[src/rtl/biquad_sequencer.sv]
// biquad_sequencer: control stage ahead of one biquad section.
// It accepts a float32 sample, shifts the x0/x1/x2 history, and waits out the
// filter FPU latency. It then pulses the filter start for one cycle, captures
// y0 and offers it downstream.
// Optional feature macro: BIQUAD_SEQ_BYPASS_EN adds i_bypass. A bypassed sample
// shifts the history and goes straight to the output without touching the filter.
//
// Handshakes: a transfer happens on a rising edge where valid && ready are both
// high. Valid must not depend on ready. A source holds its data stable while
// valid is high and ready is low.
//
// o_dbg_state exposes the FSM encoding:
//   0 = IDLE, 1 = WAIT, 2 = FIRE, 3 = LATCH, 4 = OUT.

module biquad_sequencer #(
  parameter int FILTER_LATENCY = 25
) (
  input  logic        i_clk,
  input  logic        i_rst_n,
  input  logic        i_in_valid,
  output logic        o_in_ready,
  input  logic [31:0] i_in_sample,
`ifdef BIQUAD_SEQ_BYPASS_EN
  input  logic        i_bypass,
`endif
  output logic [31:0] o_x0,
  output logic [31:0] o_x1,
  output logic [31:0] o_x2,
  output logic        o_start,
  input  logic [31:0] i_y0,
  output logic        o_out_valid,
  input  logic        i_out_ready,
  output logic [31:0] o_out_sample,
  output logic [2:0]  o_dbg_state
);

  // Wait-counter width is derived from the latency and is not meant to be overridden.
  localparam int CNT_W = $clog2(FILTER_LATENCY + 1);

  typedef enum logic [2:0] {
    S_IDLE  = 3'd0,
    S_WAIT  = 3'd1,
    S_FIRE  = 3'd2,
    S_LATCH = 3'd3,
    S_OUT   = 3'd4
  } state_t;

  state_t           state_q;
  state_t           state_d;
  logic [CNT_W-1:0] cnt_q;
  logic             alive_q;
  logic             accept;
  logic             bypass_sel;

`ifdef BIQUAD_SEQ_BYPASS_EN
  assign bypass_sel = i_bypass;
`else
  assign bypass_sel = 1'b0;
`endif

  assign o_dbg_state = state_q;

  // Next-state and output decode; every output is a function of the current state.
  always_comb begin
    state_d     = state_q;
    o_in_ready  = 1'b0;
    o_start     = 1'b0;
    o_out_valid = 1'b0;
    accept      = 1'b0;
    case (state_q)
      S_IDLE: begin
        // alive_q keeps ready low while reset is asserted and for the first edge after release.
        o_in_ready = alive_q;
        if (i_in_valid && alive_q) begin
          accept  = 1'b1;
          state_d = bypass_sel ? S_OUT : S_WAIT;
        end
      end
      S_WAIT: begin
        if (cnt_q == '0) state_d = S_FIRE;
      end
      S_FIRE: begin
        o_start = 1'b1;
        state_d = S_LATCH;
      end
      S_LATCH: begin
        state_d = S_OUT;
      end
      S_OUT: begin
        o_out_valid = 1'b1;
        if (i_out_ready) state_d = S_IDLE;
      end
      default: begin
        state_d = S_IDLE;
      end
    endcase
  end

  // State register; the alive flag marks the first cycle after reset release.
  always_ff @(posedge i_clk or negedge i_rst_n) begin
    if (!i_rst_n) begin
      state_q <= S_IDLE;
      alive_q <= 1'b0;
    end else begin
      state_q <= state_d;
      alive_q <= 1'b1;
    end
  end

  // Latency counter: loaded on accept; it counts FILTER_LATENCY WAIT cycles down to zero.
  always_ff @(posedge i_clk or negedge i_rst_n) begin
    if (!i_rst_n) begin
      cnt_q <= '0;
    end else if (accept) begin
      cnt_q <= CNT_W'(FILTER_LATENCY - 1);
    end else if (state_q == S_WAIT && cnt_q != '0) begin
      cnt_q <= cnt_q - CNT_W'(1);
    end
  end

  // Input history shifts only on an accepted sample, so the filter sees stable x values.
  always_ff @(posedge i_clk or negedge i_rst_n) begin
    if (!i_rst_n) begin
      o_x0 <= '0;
      o_x1 <= '0;
      o_x2 <= '0;
    end else if (accept) begin
      o_x2 <= o_x1;
      o_x1 <= o_x0;
      o_x0 <= i_in_sample;
    end
  end

  // Output register: y0 is captured in LATCH, after the filter has updated on FIRE's closing edge.
  always_ff @(posedge i_clk or negedge i_rst_n) begin
    if (!i_rst_n) begin
      o_out_sample <= '0;
    end else if (state_q == S_LATCH) begin
      o_out_sample <= i_y0;
    end else if (accept && bypass_sel) begin
      o_out_sample <= i_in_sample;
    end
  end

endmodule

[config.mk]
export PLATFORM = sky130hd
export DESIGN_NAME = biquad_sequencer
export DESIGN_NICKNAME = d
export VERILOG_FILES = /design/src/rtl/biquad_sequencer.sv
export SDC_FILE = /design/constraint.sdc
export NUM_CORES = 1
export LEC_CHECK = 0
export ABC_CLOCK_PERIOD_IN_PS = 2900
export BUFFER_PORTS_ARGS = -buffer_cell sky130_fd_sc_hd__buf_4
export CORE_ASPECT_RATIO = 1.2
export CORE_MARGIN = 3
export CORE_UTILIZATION = 40
export CTS_BUF_LIST = sky130_fd_sc_hd__clkbuf_8
export CTS_CLUSTER_DIAMETER = 30
export CTS_CLUSTER_SIZE = 16
export DETAILED_ROUTE_END_ITERATION = 12
export GPL_TIMING_DRIVEN = 1
export PLACE_DENSITY = 0.67
export SYNTH_ARGS = -nofsm -noshare
export SYNTH_HDL_FRONTEND = slang
export SYNTH_SLANG_ARGS = --single-unit
[constraint.sdc]
create_clock -name i_clk -period 2.9 [get_ports i_clk]
set_clock_uncertainty 0.2 [all_clocks]
set_input_delay 0.29 -clock i_clk [delete_from_list [all_inputs] [get_ports i_clk]]
set_output_delay 0.29 -clock i_clk [all_outputs]
set_load 0.05 [all_outputs]
Word level (Yosys, flattened, before mapping)
Index checks and enable logic that the tools add are counted.
{"block": "op_classes", "addsub": 1, "eq_ne": 7, "mux": 11, "n_reduce_logical": 7}
{"cell": "$pmux W3 S5", "n": 1}
{"cell": "$mux W5", "n": 2}
{"cell": "$mux W3", "n": 3}
{"cell": "$eq A3 B2 Y1 const B", "n": 2}
{"cell": "$ne A2 B2 Y1 const B", "n": 3}
{"cell": "$logic_not A5 Y1", "n": 1}
{"cell": "$mux W1", "n": 5}
{"cell": "$reduce_bool A5 Y1", "n": 1}
{"cell": "$sub A5 B1 Y5 const B", "n": 1}
{"cell": "$eq A3 B1 Y1 const B", "n": 1}
{"cell": "$eq A3 B3 Y1 const B", "n": 1}
{"cell": "$logic_not A3 Y1", "n": 1}
{"cell": "$reduce_and A3 Y1", "n": 1}
{"cell": "$logic_and A1 B1 Y1", "n": 2}
{"cell": "$reduce_bool A2 Y1", "n": 1}
{"block": "totals", "ff_bits": 137}

Depth between registers and ports, before layout
Gate-level depths: netlist of run 1.
{"block": "depth", "depth_word": 4, "ltp_mapped": 6, "depth_no_buf": 5}

Least setup slack after synthesis of run 1
No wires, ideal clock.
{"block": "synth_path", "kind": "register to register", "start": "register state_q[0] (netlist: o_dbg_state[0])", "end": "register o_x0[0]", "setup_time_ns": 0.125, "arrival_time_ns": 2.414, "path_slack_ns": 0.161, "stages_incl_launch_ff": 7, "n_path_buf": 3, "period_less_slack_ns": 2.739, "path_cell_list": "dfrtp_1 > buf_4 > nor4b_4 > and2_4 > buf_12 > buf_12 > mux2_4"}
{"block": "synth_via", "elab_chain_len": 2}
{"item": "start, declared", "line": "48", "text": "state_t state_q;"}
{"item": "start signal, assigned", "line": "105", "text": "state_q <= state_d;"}
{"item": "$logic_not A3 Y1", "line": "70", "text": "case (state_q)"}
{"item": "$mux W1", "line": "70"}
{"item": "end signal, assigned", "line": "130", "text": "o_x0 <= i_in_sample;"}
{"item": "end, declared", "line": "26", "text": "output logic [31:0] o_x0,"}
No other way between the ends.
A chain may end at the register's enable or synchronous reset.

Worst setup path in the final report of run 1
{"block": "layout_path", "start": "register state_q[2] (netlist: o_dbg_state[2])", "end": "register o_x0[13]"}
The elaborated chain is that of the path after synthesis.

==> results.py, run 1 <==
metrics = {
    "run_status": {
        "status": "finished, final reports clean",
    },
    "synth": {
        "synth_top_family_by_area": "multiplexers",
        "yosysWarningCount": 0,
        "synth_xor_xnor_area_share": 0,
        "synth_area_um2": 5510,
        "netlist_instances": 319,
        "synth_mux_area_frac": 0.296,
        "yosys.area_share.simple": 0.0243,
        "synth_cell_type_count": 33,
        "async_reset_ff_frac": 1.00,
        "synthesis.nets": 388,
        "synth-compound-area-share": 0.0143,
        "yosys-top-cells-area": "dfrtp_1, mux2_4, mux2_2, mux2_1, buf_12",
        "synthAdderAreaFrac": 0.00227,
        "synth.avg_cell_area_um2": 17.3,
        "synth_edf_count": 0,
        "synth_most_common_cell": "dfrtp_1",
        "yosysTopAreaCell": "dfrtp_1",
        "synth.ff_latch_count": 137,
        "ys_top_cells_by_count": "dfrtp_1, mux2_4, mux2_2",
        "synth_top_area_frac": 0.623,
        "synth-seq-area-share": 0.623,
        "synth_ff_type": "dfrtp_1",
    },
    "critical_path": {
        "critical_path_class": "reg2reg",
        "path_cells": "nor4b_4 -> and2_4 -> buf_12 -> mux2_2",
        "critPathMaxFanout": 23,
        "arrival_ps": 2360,
        "crit_buf_inv": 1,
        "critPathRequiredTime_ps": 3020,
        "startpoint_type": "flip-flop",
        "cp_slowest_cell": "dfrtp_1",
        "critical_path.max_stage_delay_ps": 490,
        "cpLargestDelayFamily": "simple AND/OR/NAND/NOR gates",
        "endpoint_kind": "flip-flop",
    },
    "clock_tree": {
        "htree_levels": 4,
        "cts.repair.resized": 0,
        "cts.sinks": 137,
        "cts_max_path_buffers": 2,
        "clockRootBuffer": "clkbuf_8",
        "worstSkewPairLatency_ps": 430,
        "cts_buffers": 17,
        "path_clk_slew_ps": 70,
        "cts_tree": "yes",
    },
    "placed_design": {
        "io_buffers": 201,
        "hpwl_mm": 8.24,
        "gp_congestion": 0.760,
    },
    "die": {
        "die_x_um": 113,
        "start_util": 0.412,
        "num_rows": 46,
        "die_area_um2": 15200,
        "core_um2": 13400,
        "ios": 202,
        "fp.dieH_um": 135,
    },
    "cells_and_area": {
        "drive_gt1_frac": 0.544,
        "area_growth_pct": 48.3,
        "nNetsFinal": 661,
        "fillCellCount": 997,
        "insertedDiodeCount": 0,
    },
    "global_route": {
        "grt_overflow_total": 0,
        "grt_pass1_vias": 3892,
        "grt_max_degree": 77,
        "grt_pass1_wl_mm": 20.1,
        "antenna_found_initial": 0,
        "track_usage": 0.168,
    },
    "run": {
        "cap_violations": 0,
    },
    "timing": {
        "setup_violations": 0,
        "hold_ws_ps": 25.5,
        "hold_viol": 0,
        "drv_slew": 0,
        "period_needed_ps": 2240,
        "worst_pin_slew_ps": 694,
        "maxSlewHeadroom": 0.537,
        "period_share": 0.773,
        "tns_ps": 0,
        "fmax_mhz": 446,
        "rsz0062_at_grt": "false",
    },
    "drt": {
        "post_drt_wl_per_cell_um": 15.9,
        "drtIter0Drc": 121,
        "num_vias": 3600,
        "ant_nets": 0,
        "routed_wl_mm": 12.3,
        "drc": 0,
        "drt_pass1_iterations": 4,
        "vias_per_cell": 4.66,
    },
    "worst_hold_path": {
        "min_path_type": "in2reg",
    },
}
-- through the flow --
stage          instances   util  setup slack (ps)  area, um2
6_report             773  0.612               660       8170
5_1_grt              773  0.612               550       8170
4_1_cts              773  0.612               649       8170
3_5_place_dp         675  0.531               649       7090
3_3_place_gp         675  0.531               707       7090
2_1_floorplan        319      -               161       5510
-- kinds of logic after synthesis --
family / count (synthesis)
other cells: 1
simple gates: 18
mux: 129
buf+inv: 21
compound gates: 12
fa+ha+maj: 1
flops: 137
-- final cells by class --
type	instances	area, um2	area share
well taps	168	210	0.0257
repair buffers	271	2240	0.274
flip-flops and latches	137	3430	0.420
inverters	4	15.0	0.00184
clock inverters	13	153	0.0187
multi-input cells	161	1860	0.227
clock buffers	19	262	0.0320
-- worst register-to-register path, stage by stage, from the launching register on --
cell	delay, ps
dfrtp_1	490
nor4b_4	440
and2_4	380
buf_12	250
mux2_2	370
-- flip-flops by register name, indices dropped and copies added, names as in the netlist --
register	count
o_out_sample	32
o_dbg_state	3
o_x1	32
alive_q	1
o_x0	32
cnt_q	5
o_x2	32
-- per-layer routing --
metal / part of all wire / GRT usage
met5: 0 / 0
met4: 0.018 / 0.0588
met3: 0.072 / 0.0632
met2: 0.50 / 0.268
met1: 0.41 / 0.211
-- repair_timing --
item                       in CTS  in global routing
setup endpoints to repair       0                  0
hold buffers                   66                  0
hold endpoints to repair      140                  0
buffers inserted                0                  0
-- cell usage in the layout, fill, tap and decap left out, types with 2 or more instances in the layout --
cell type      netlist  routed
buf_4                1     201
dfrtp_1            137     137
dlygate4sd3_1        0      66
mux2_4              47      47
mux2_2              42      42
mux2_1              39      39
clkbuf_8             0      19
inv_1                4       5
nor2_1               4       4
a21oi_1              4       4
clkinvlp_4           0       4
clkinv_2             0       4
bufinv_16            0       3
buf_12               6       3
nor2b_1              2       2
nand3_1              2       2
a311oi_1             2       2
o21ai_0              2       2
-- path summary, 6_finish.rpt --
| check | slack [ps] | depth (start not counted) | to | from |
|---|---|---|---|---|
| worst max-delay path | 660 | 4 | o_x0[13] | o_dbg_state[2] |
| worst max register to register | 660 | 4 | o_x0[13] | o_dbg_state[2] |
| min in group asynchronous | 250 | 2 | o_x2[1] | i_rst_n |
| max in group asynchronous | 1410 | 3 | cnt_q[4] | i_rst_n |
| worst min-delay path | 30 | 3 | cnt_q[3] | i_in_valid |
| worst min register to register | 290 | 1 | o_x2[17] | o_x2[17] |
Power of run 1 is left out: the tool's default activity adds up to more than one toggle a clock period on the data nets, which glitch-free logic cannot reach.
==> inputs of run 2 (changes only) <==
Settings changed: ABC_AREA set to 1, ABC_CLOCK_PERIOD_IN_PS 2900 to 2200.
Clock period 2.9 ns to 2.2 ns, I/O delays scaled along.
==> run 2 against run 1 <==
  * Synthesized cell count grew 81%
  * Non-clock buffer count up 3
  * Hold slack improved by 130 ps
  * Global-route usage rose by 1.7 points
  * Clock-buffer cell count rose by 1
  * Highest routed layer unchanged
==> results.py, run 2 <==
metrics = {
    "drt": {
        "dr_wl_met2_mm": 7.44,
        "routed.top_layer": "met4",
        "wl_met3_um": 634,
        "wl_met1_mm": 5.35,
        "ant_nets": 0,
        "vias_per_cell": 4.49,
        "post_drt_wl_per_cell_um": 13.6,
        "num_vias": 4588,
        "drc": 0,
        "routed_wl_mm": 13.9,
        "drt_pass1_iterations": 4,
        "drtIter0Drc": 216,
    },
    "cells_and_area": {
        "fillCellCount": 1141,
        "nNetsFinal": 910,
        "fin_util": 0.609,
        "insertedDiodeCount": 0,
        "area_growth_pct": 46.9,
        "drive_gt1_frac": 0.308,
        "layout_commonest_cell": "buf_4",
        "seq_area_um2": 3430,
        "final_cell_mix": "buf_4, dfrtp_1, nand2_1, inv_1, o21ai_0",
        "multi_input_area_um2": 1440,
    },
    "global_route": {
        "antenna_found_initial": 0,
        "grt_pass1_vias": 4598,
        "grt_pass1_wl_mm": 22.6,
        "grt_overflow_total": 0,
        "track_usage": 0.185,
        "grt_max_degree": 101,
    },
    "critical_path": {
        "startpoint_type": "flip-flop",
        "arrival_ps": 1500,
        "critPathMaxFanout": 6,
        "r2r_cells": 6,
        "endpoint_kind": "primary output",
        "critical_path_class": "reg2out",
        "critPathRequiredTime_ps": 1780,
    },
    "synth": {
        "synth-seq-area-share": 0.617,
        "synth_top_area_frac": 0.617,
        "synth.ff_latch_count": 137,
        "synth_edf_count": 0,
        "async_reset_ff_frac": 1.00,
        "yosysWarningCount": 0,
        "synth.avg_cell_area_um2": 9.63,
        "synth_cell_type_count": 24,
        "ys_top_cells_by_count": "dfrtp_1, nand2_1, inv_1",
        "synth_area_um2": 5560,
        "synth_most_common_cell": "dfrtp_1",
        "yosysTopAreaCell": "dfrtp_1",
        "synthesis.nets": 646,
        "synth_ff_type": "dfrtp_1",
        "yosys-top-cells-area": "dfrtp_1, nand2_1, o21ai_0, inv_1, buf_6",
        "netlist_instances": 577,
    },
    "timing": {
        "period_share": 0.872,
        "setup_violations": 0,
        "worst_pin_slew_ps": 602,
        "drv_slew": 0,
        "period_needed_ps": 1920,
        "maxSlewHeadroom": 0.598,
        "tns_ps": 0,
        "fmax_mhz": 522,
        "rsz0062_at_grt": "false",
        "hold_viol": 0,
    },
    "clock_tree": {
        "cts.sinks": 137,
        "cts_setup_buffers": 0,
        "worstSkewPairLatency_ps": 430,
        "cts_tree": "yes",
        "htree_levels": 4,
        "path_clk_slew_ps": 70,
        "cts_buffers": 17,
        "cts_max_path_buffers": 2,
        "clockRootBuffer": "clkbuf_8",
    },
    "die": {
        "core_um2": 13400,
        "die_x_um": 114,
        "die_area_um2": 15400,
        "ios": 202,
        "fp.dieH_um": 135,
        "start_util": 0.415,
        "num_rows": 46,
    },
    "run": {
        "cap_violations": 0,
    },
    "placed_design": {
        "hpwl_mm": 9.44,
        "io_buffers": 201,
        "gp_congestion": 0.798,
    },
    "run_status": {
        "status": "finished, final reports clean",
    },
    "worst_hold_path": {
        "min_path_type": "in2async",
    },
}
==> run 2: critical path: stages (launching register included) <==
cell     delay, ps
dfrtp_1        470
nor2_4         160
inv_1           90
nor2_1         120
buf_4          220
==> run 2: timing repair <==
item,CTS,global route
endpoints found under the hold margin,132,0
resized for setup,0,0
hold buffers,67,0
==> run 2: cells by family after synthesis <==
logic type / Yosys count / synth area share
other: 1 / 0.000675
buffers and inverters: 137 / 0.125
adders and majority gates: 1 / 0.00225
AOI/OAI and AO/OA: 130 / 0.130
and+or+nand+nor: 171 / 0.125
DFF: 137 / 0.617
==> run 2: per-layer routing <==
| layer | vias to the layer above | global-route usage |
|---|---|---|
| met5 | - | 0 |
| met4 | 0 | 0.0868 |
| met3 | 29 | 0.0375 |
| met2 | 119 | 0.322 |
| met1 | 2141 | 0.219 |
| li1 | 2299 | - |
==> run 2: worst paths after layout <==
path	start	end	slack [ps]
setup reg to reg	o_dbg_state[1]	cnt_q[3]	540
hold / removal	i_rst_n	o_x2[26]	150
min in group i_clk	cnt_q[4]	cnt_q[4]	270
setup / recovery	o_dbg_state[0]	o_start	280
hold reg to reg	cnt_q[4]	cnt_q[4]	270
max in group asynchronous	i_rst_n	o_out_sample[24]	970
==> run 2: cell type report <==
type	count	share of cell area
well taps	168	0.0257
flip-flops and latches	137	0.420
clock inverters	12	0.0153
repair buffers	274	0.279
clock buffers	20	0.0337
inverters	108	0.0496
multi-input cells	303	0.177
==> run 2: through the flow <==
step           worst slack [ps]  hold WS [ps]  area [um2]  instances
2_1_floorplan               230          -276        5560        577
3_3_place_gp                558          49.7        7100        923
3_5_place_dp                552          60.0        7100        923
4_1_cts                     245           138        8170       1022
5_1_grt                     185           190        8170       1022
6_report                    283           153        8170       1022
Power of run 2 is left out for the same reason.
